`config.mk`:
```
export PLATFORM = sky130hd
export DESIGN_NAME = operand_fetch_pipe
export DESIGN_NICKNAME = d
export VERILOG_FILES = /design/src/rtl/core_pkg.sv /design/src/rtl/ofetch_src_resolve.sv /design/src/rtl/operand_fetch_pipe.sv
export SDC_FILE = /design/constraint.sdc
export NUM_CORES = 1
export LEC_CHECK = 0
export ABC_AREA = 1
export CORE_MARGIN = 2
export CORE_UTILIZATION = 39
export DETAILED_ROUTE_END_ITERATION = 7
export GPL_ROUTABILITY_DRIVEN = 0
export GPL_TIMING_DRIVEN = 1
export HOLD_SLACK_MARGIN = 0.06
export PLACE_DENSITY_LB_ADDON = 0.1
export SYNTH_ARGS = -nofsm -noshare
export SYNTH_HDL_FRONTEND = slang
export SYNTH_SLANG_ARGS = --single-unit
export TNS_END_PERCENT = 20
```
`constraint.sdc`:
```
create_clock -name clk -period 1.3 [get_ports clk]
set_clock_uncertainty 0.05 [all_clocks]
set_input_delay 0.13 -clock clk [delete_from_list [all_inputs] [get_ports clk]]
set_output_delay 0.13 -clock clk [all_outputs]
set_load 0.02 [all_outputs]
```
`src/rtl/core_pkg.sv`:
```
// Shared core definitions: operand-B addressing modes and the hard-wired zero register.
package core_pkg;

  // Operand B source select carried by decode.
  localparam logic ADDR_MODE_DIRECT    = 1'b0;
  localparam logic ADDR_MODE_IMMEDIATE = 1'b1;

  // Register index that always reads as zero and is never a forwarding/stall target.
  localparam int REG_ZERO = 0;

endpackage

```
`src/rtl/ofetch_src_resolve.sv`:
```
// Per-source operand resolution for the operand fetch stage.
// Detects a RAW match against the EX and WB results and either forwards the
// newest value or raises a stall, depending on the OFETCH_FWD_EN build option:
//   OFETCH_FWD_EN defined   : EX > WB > regfile mux, stall only on load-use.
//   OFETCH_FWD_EN undefined : regfile data only, stall on any EX/WB match.
module ofetch_src_resolve
  import core_pkg::*;
#(
  parameter int DATA_W = 16,
  parameter int RIDX_W = 5
) (
  input  logic              src_en,
  input  logic [RIDX_W-1:0] src_idx,
  input  logic [DATA_W-1:0] rf_data,
  input  logic              ex_fwd_valid,
  input  logic              ex_fwd_is_load,
  input  logic [RIDX_W-1:0] ex_fwd_idx,
  input  logic [DATA_W-1:0] ex_fwd_data,
  input  logic              wb_fwd_valid,
  input  logic [RIDX_W-1:0] wb_fwd_idx,
  input  logic [DATA_W-1:0] wb_fwd_data,
  output logic [DATA_W-1:0] opnd,
  output logic              hazard
);

  logic is_zero;
  logic ex_match;
  logic wb_match;

  // A source only participates in hazard checks when it is really read and is not r0.
  assign is_zero  = (src_idx == RIDX_W'(REG_ZERO));
  assign ex_match = src_en & ~is_zero & ex_fwd_valid & (src_idx == ex_fwd_idx);
  assign wb_match = src_en & ~is_zero & wb_fwd_valid & (src_idx == wb_fwd_idx);

`ifdef OFETCH_FWD_EN
  // Forwarding mux: r0 forced to zero, then youngest producer (EX) wins over WB.
  always_comb begin
    // NOTE: assign a default first so every path drives opnd and no latch is inferred.
    opnd = rf_data;
    if (is_zero) begin
      opnd = '0;
    end else if (ex_match) begin
      opnd = ex_fwd_data;
    end else if (wb_match) begin
      opnd = wb_fwd_data;
    end
  end

  // A load in EX has no data yet, so its consumer must wait one cycle.
  assign hazard = ex_match & ex_fwd_is_load;
`else
  // Interlock-only: operand always comes from the regfile, r0 forced to zero.
  always_comb begin
    opnd = is_zero ? '0 : rf_data;
  end

  // Any in-flight writer of this source holds decode until it retires.
  assign hazard = ex_match | wb_match;

  // Forwarding data paths are not needed in this build.
  logic unused_fwd;
  assign unused_fwd = ^{ex_fwd_is_load, ex_fwd_data, wb_fwd_data};
`endif

endmodule

```
`src/rtl/operand_fetch_pipe.sv`:
```
// Operand fetch stage between decode (ID) and execute (EX).
// Reads two regfile sources, picks register or extended immediate for operand B,
// resolves RAW hazards via ofetch_src_resolve and registers the bundle into a
// single valid/ready EX slot. Build option: OFETCH_FWD_EN enables forwarding.
module operand_fetch_pipe
  import core_pkg::*;
#(
  parameter int DATA_W = 16,
  parameter int RIDX_W = 5,
  parameter int IMM_W  = 5,
  parameter int OP_W   = 5,
  parameter int COND_W = 4,
  parameter int PC_W   = 16
) (
  input  logic              clk,
  input  logic              reset,
  // decode side
  input  logic              id_valid,
  output logic              id_ready,
  input  logic [OP_W-1:0]   id_op,
  input  logic [COND_W-1:0] id_cond,
  input  logic [PC_W-1:0]   id_pc,
  input  logic              id_addr_mode,
  input  logic              id_imm_signed,
  input  logic [RIDX_W-1:0] id_idx_a,
  input  logic [RIDX_W-1:0] id_idx_b,
  input  logic [IMM_W-1:0]  id_imm,
  input  logic              id_has_wb,
  // register file read ports
  output logic              rf_en_a,
  output logic              rf_en_b,
  output logic [RIDX_W-1:0] rf_idx_a,
  output logic [RIDX_W-1:0] rf_idx_b,
  input  logic [DATA_W-1:0] rf_data_a,
  input  logic [DATA_W-1:0] rf_data_b,
  // in-flight results
  input  logic              ex_fwd_valid,
  input  logic              ex_fwd_is_load,
  input  logic [RIDX_W-1:0] ex_fwd_idx,
  input  logic [DATA_W-1:0] ex_fwd_data,
  input  logic              wb_fwd_valid,
  input  logic [RIDX_W-1:0] wb_fwd_idx,
  input  logic [DATA_W-1:0] wb_fwd_data,
  // execute side
  output logic              ex_valid,
  input  logic              ex_ready,
  output logic [OP_W-1:0]   ex_op,
  output logic [COND_W-1:0] ex_cond,
  output logic [PC_W-1:0]   ex_pc,
  output logic              ex_has_wb,
  output logic [RIDX_W-1:0] ex_dst,
  output logic [DATA_W-1:0] ex_opnd_a,
  output logic [DATA_W-1:0] ex_opnd_b
);

  logic              b_is_reg;
  logic              imm_fill;
  logic [DATA_W-1:0] imm_ext;
  logic [DATA_W-1:0] opnd_a;
  logic [DATA_W-1:0] opnd_b_reg;
  logic [DATA_W-1:0] opnd_b;
  logic              hazard_a;
  logic              hazard_b;
  logic              hazard;
  logic              slot_free;
  logic              xfer;

  // Regfile addressing follows decode directly; B is not read for immediates.
  assign b_is_reg = (id_addr_mode == ADDR_MODE_DIRECT);
  assign rf_idx_a = id_idx_a;
  assign rf_idx_b = id_idx_b;
  assign rf_en_a  = id_valid;
  assign rf_en_b  = id_valid & b_is_reg;

  // Immediate widened with its sign bit or with zeros.
  assign imm_fill = id_imm_signed & id_imm[IMM_W-1];
  assign imm_ext  = {{(DATA_W-IMM_W){imm_fill}}, id_imm};

  ofetch_src_resolve #(.DATA_W(DATA_W), .RIDX_W(RIDX_W)) u_src_a (
    .src_en         (1'b1),
    .src_idx        (id_idx_a),
    .rf_data        (rf_data_a),
    .ex_fwd_valid   (ex_fwd_valid),
    .ex_fwd_is_load (ex_fwd_is_load),
    .ex_fwd_idx     (ex_fwd_idx),
    .ex_fwd_data    (ex_fwd_data),
    .wb_fwd_valid   (wb_fwd_valid),
    .wb_fwd_idx     (wb_fwd_idx),
    .wb_fwd_data    (wb_fwd_data),
    .opnd           (opnd_a),
    .hazard         (hazard_a)
  );

  ofetch_src_resolve #(.DATA_W(DATA_W), .RIDX_W(RIDX_W)) u_src_b (
    .src_en         (b_is_reg),
    .src_idx        (id_idx_b),
    .rf_data        (rf_data_b),
    .ex_fwd_valid   (ex_fwd_valid),
    .ex_fwd_is_load (ex_fwd_is_load),
    .ex_fwd_idx     (ex_fwd_idx),
    .ex_fwd_data    (ex_fwd_data),
    .wb_fwd_valid   (wb_fwd_valid),
    .wb_fwd_idx     (wb_fwd_idx),
    .wb_fwd_data    (wb_fwd_data),
    .opnd           (opnd_b_reg),
    .hazard         (hazard_b)
  );

  assign opnd_b = b_is_reg ? opnd_b_reg : imm_ext;

  // Slot accepts when empty or draining this cycle, and no source is blocked.
  assign hazard    = hazard_a | hazard_b;
  assign slot_free = ~ex_valid | ex_ready;
  assign id_ready  = slot_free & ~hazard;
  assign xfer      = id_valid & id_ready;

  // EX slot: load on transfer, hold under back-pressure, empty on drain without fill.
  always_ff @(posedge clk or negedge reset) begin
    if (!reset) begin
      // NOTE: sequential state uses non-blocking assignments so all registers update together.
      ex_valid  <= 1'b0;
      ex_op     <= '0;
      ex_cond   <= '0;
      ex_pc     <= '0;
      ex_has_wb <= 1'b0;
      ex_dst    <= '0;
      ex_opnd_a <= '0;
      ex_opnd_b <= '0;
    end else if (xfer) begin
      ex_valid  <= 1'b1;
      ex_op     <= id_op;
      ex_cond   <= id_cond;
      ex_pc     <= id_pc;
      ex_has_wb <= id_has_wb;
      ex_dst    <= id_idx_a;
      ex_opnd_a <= opnd_a;
      ex_opnd_b <= opnd_b;
    end else if (ex_ready) begin
      ex_valid  <= 1'b0;
    end
  end

endmodule

```
Word-level counts from Yosys, hierarchy flattened
Index checks and enable logic that the tools add are counted.
{ "word_totals": {"regBits": 64, "output_inout_bits": 77, "word_cells": 42} }
{ "op_classes": {"eq_ne": 4, "n_mux": 5, "bitwise_logic": 22, "n_reduce_logical": 3} }
{ "op_table": {"columns": ["op", "count"], "rows": [
  ["$mux W16", 3],
  ["$eq A5 B5 Y1", 4],
  ["$and A1 B1 Y1", 13],
  ["$logic_not A5 Y1", 2],
  ["$not A1 Y1", 5],
  ["$or A1 B1 Y1", 4],
  ["$mux W1", 2],
  ["$reduce_bool A2 Y1", 1]
]} }

Depth between registers and ports, before layout
{ "depth": {"depth_word": 11, "ltp_mapped": 11} }

By module
A second synthesis with hierarchy kept.
{ "hier_totals": {"hier_cells": 522, "hier_area_um2": 3693.5} }
{ "by_module_without_submodules": {"columns": ["module", "instances", "cells_per_inst", "area_each_um2"], "rows": [
  ["operand_fetch_pipe", 1, 344, 2945.3],
  ["ofetch_src_resolve", 2, 89, 374.1]
]} }

Worst setup path after synthesis
No wires, ideal clock.
{ "synth_path": {"path_kind": "register -> register", "startpoint": "reg ex_valid", "endpoint": "reg ex_valid", "setup_time_ns": 0.119, "arrival_time_ns": 1.198, "required_ns": 1.131, "setup_slack_ns": -0.067, "path_stages_with_launch": 7, "path_buffers": 1, "synth_period_minus_slack_ns": 1.367, "cell_sequence": "dfrtp_1 -> inv_1 -> nor2_1 -> inv_1 -> nand4_4 -> buf_6 -> nand2_1"} }
{ "synth_between": {"elab_chain_len": 5, "word_cells_on_any_way": 6, "cone_classes": "mux (1); bitwise (4); reduce/logical (1)"} }
{ "synth_lines": {"columns": ["item", "line", "text"], "rows": [
  ["start, declared", "operand_fetch_pipe.sv:45", "output logic ex_valid,"],
  ["start signal, assigned", "operand_fetch_pipe.sv:121", "ex_valid <= 1'b0;"],
  ["start signal, assigned", "operand_fetch_pipe.sv:130", "ex_valid <= 1'b1;"],
  ["start signal, assigned", "operand_fetch_pipe.sv:139", "ex_valid <= 1'b0;"],
  ["$not A1 Y1 (*)", "operand_fetch_pipe.sv:113", "assign slot_free = ~ex_valid | ex_ready;"],
  ["$or A1 B1 Y1 (*)", "operand_fetch_pipe.sv:113", null],
  ["$and A1 B1 Y1 (*)", "operand_fetch_pipe.sv:114", "assign id_ready = slot_free & ~hazard;"],
  ["$and A1 B1 Y1 (*)", "operand_fetch_pipe.sv:115", "assign xfer = id_valid & id_ready;"],
  ["$mux W1 / $reduce_bool A2 Y1 (equally long branches)", null, null]
]} }
Mark *: on every way between the ends. The rest lies on a longest branch, timed or not.
A chain may end at the register's enable or synchronous reset.

Worst setup path after layout
{ "layout_path": {"startpoint": "reg ex_valid", "endpoint": "reg ex_cond[2]"} }
{ "layout_between": {"elab_chain_len": 4} }
{ "layout_lines": {"columns": ["item", "line", "text"], "rows": [
  ["$not A1 Y1", "operand_fetch_pipe.sv:113", null],
  ["$or A1 B1 Y1", "operand_fetch_pipe.sv:113", null],
  ["$and A1 B1 Y1", "operand_fetch_pipe.sv:114", null],
  ["$and A1 B1 Y1", "operand_fetch_pipe.sv:115", null],
  ["end signal, assigned", "operand_fetch_pipe.sv:132", "ex_cond <= id_cond;"],
  ["end, declared", "operand_fetch_pipe.sv:48", "output logic [COND_W-1:0] ex_cond,"]
]} }
Every way passes these cells.

==> impl_results.md <==
* Status: complete, but fails checks
* Crit path from: ex_valid
* Final hold violation count at 0
* Worst-Margin Slew at between 0.3 and 0.4 ns
* Setup slack, reg-to-reg at -0.21 ns
* Initial core utilization at 40.4%
* Worst-path maximum fanout at 5
* Maxcap violations at 0
* Rows at 34
* Die X at between 90 and 100 um
* Pwr Density at 1160 mW/mm^2
* Max VDD drop at ~0.54 mV
* FF-to-FF Start: ex_valid
* Vias in the first global route at 3948
* Antenna Cells at 0
* Num Clock Sinks at 64
* Non-filler instance count after layout at 783
* Crit path to: ex_cond[2]
* Clock Tree Buf Depth at 2
* Final HPWL DP at between 7000 and 8000 um
* Final net count at 794
* DRT iter0 DRCs at 200
* Failing checks: negative setup slack
* Per-cell routed wire length at 15.7 um
* Crit path DAT at 1.74 ns
* Startpoint Class: flip-flop
* Fin crit period at around 1.5 ns
* H-Tree Depth at 3
* # IOs at 201
* Worst-Skew Late Latency at about 0.34 ns
* Placed insts at 740
* Final hold slack at 0.159 ns
* Final-report setup violation count at 66
* #FFs+latches synth at 64
* Antenna Nets Post-Route at 0
* Final Cycle Share at 116%
* Leak at 3.34 nW
* Largest net degree at the start of global routing at 65
* Unrepaired setup endpoints after global routing: yes
* Most frequent cells in the layout: nand2_1 (215), clkdlybuf4s50_1 (74), dlygate4sd2_1 (68), nand4_1 (64), dfrtp_1 (64)
* Area Growth Syn to Fin at 69.0%
* Routed vias/inst at between 4 and 5
* Mapped Avg Cell Area at 7.43 um^2
* Final Core Density at 68.4%
* Ys Warns at 0
* Gate Count Post-Synth at between 400 and 500
* CTS tree: yes
* Clock root buffer master: clkbuf_8
* WS Path Type: flip-flop to flip-flop
* Share of cells above drive strength 1 at 19.4%
* Vias after detailed routing at 3881
* Synthesized Nets at roughly 600
* Detailed Route WL at roughly 12000 um
* Cell variety after synth at 18
* GR Overflow Total at 0
* Die Y at 99.6 um
* Worst-case reg-to-reg path depth at 10
* Die footprint at 0.00991 mm^2
* Crit end category: flip-flop
* Core area at 0.00881 mm^2
* CTS buffer count at 9
* Remaining DRCs at 0
* Commonest non-fill, non-tap cell in the layout: nand2_1
* Fin worst setup slack at -0.206 ns
* Sequential area share after synthesis at 45.0%
* Max-slew violations at 0
* Clock slew at reported path FFs at 0.07 ns
* Drt pass-1 iters at 4
* Initial antenna violation count at 0
* Synth Cell Area at roughly 0.0036 mm^2
* First-pass GRT wire length at 19500 um
* Hold crit path type: primary input to flip-flop
* IO Port Bufs at 167
* Total GRT Usage at between 20% and 30%
* Slew margin rel. at approximately three quarters
* RR Endpoint: ex_cond[2]
* CP required at between 1.5 and 2 ns
* Fmax at around 660 MHz
through the flow:
step	TNS [ns]	setup slack, ns	area [um^2]	total power [W]
after floorplan	-0.0560	-0.0560	3560	0.00378
after global placement	-45.28	-0.760	5300	0.00504
after detailed placement	-48.16	-0.764	5300	0.00508
after CTS	-8.07	-0.193	6000	0.00698
after global routing	-12.92	-0.290	6020	0.00739
final	-7.81	-0.206	6020	0.00700
metal layers:
metal  vias to the layer above  track usage, %  share of wire (%)
li1                       1896               -                  -
met5                         -               0                  0
met1                      1810            31.8                 42
met3                        20            4.99                6.3
met2                       155            42.5                 50
met4                         0            8.96                1.9
worst max-delay path: stages (launching register included):
cell,delay [ns]
dfrtp_1,0.42
inv_2,0.08
nor2_4,0.04
buf_6,0.11
a21oi_4,0.14
buf_6,0.12
buf_6,0.11
buf_12,0.12
buf_16,0.11
nand4_1,0.07
nand2_1,0.08
report_power, final:
group / total (W) / internal (W) / switching, W
clock network: 0.00173 / 0.000935 / 0.000794
registers: 0.00257 / 0.00235 / 0.000219
logic: 0.00271 / 0.00126 / 0.00145
total: 0.00700 / 0.00454 / 0.00246
cell families after synthesis:
kind of cell,after synthesis,synth area share (%)
and+or+nand+nor,332,40.7
DFF,64,45.0
AOI/OAI and AO/OA,2,0.703
buffers and inverters,81,13.7
timing repair:
action                     CTS  global route
gates resized for setup    159            49
setup endpoints to repair  140            66
hold endpoints to repair    64             0
setup buffers               18             3
gates cloned                11             2
pin swaps                   46            37
hold buffers                 1             0
cell usage after synthesis (all sizes together):
cell,number,share of area (%)
clkinv,1,0.11
nand2,241,26
clkbuf,3,0.32
dfrtp,64,45
nand4,65,12
inv,39,4.1
nand3,6,0.98
a21oi,1,0.46
buf,38,9.1
o21ai,1,0.25
nor3,1,0.28
nor2,19,2.0
area by class of cell:
cell class | instances | area, um^2
Inverter | 40 | 154
Multi-Input combinational cell | 334 | 1580
Clock buffer | 11 | 141
Sequential cell | 64 | 1600
Fill cell | 757 | 2790
Timing Repair Buffer | 221 | 2350
Clock inverter | 5 | 56.3
Tap cell | 108 | 135
worst min-delay path by stage:
stage,depth (start not counted),slack [ns],to,from
3_3_place_gp,2,0.12,ex_pc[4],reset
5_1_grt,4,0.18,ex_dst[0],id_idx_a[0]
3_5_place_dp,2,0.12,ex_pc[5],reset
2_1_floorplan,0,-0.22,ex_cond[0],reset
6_report,4,0.16,ex_dst[0],id_idx_a[0]
4_1_cts,4,0.24,ex_opnd_b[0],id_valid
registers in the layout, summed over array words and instances, names as in the netlist:
register / count
ex_cond: 4
ex_dst: 5
ex_has_wb: 1
ex_op: 5
ex_opnd_a: 16
ex_opnd_b: 16
ex_pc: 16
ex_valid: 1
Power figures use the tool's default switching activity.
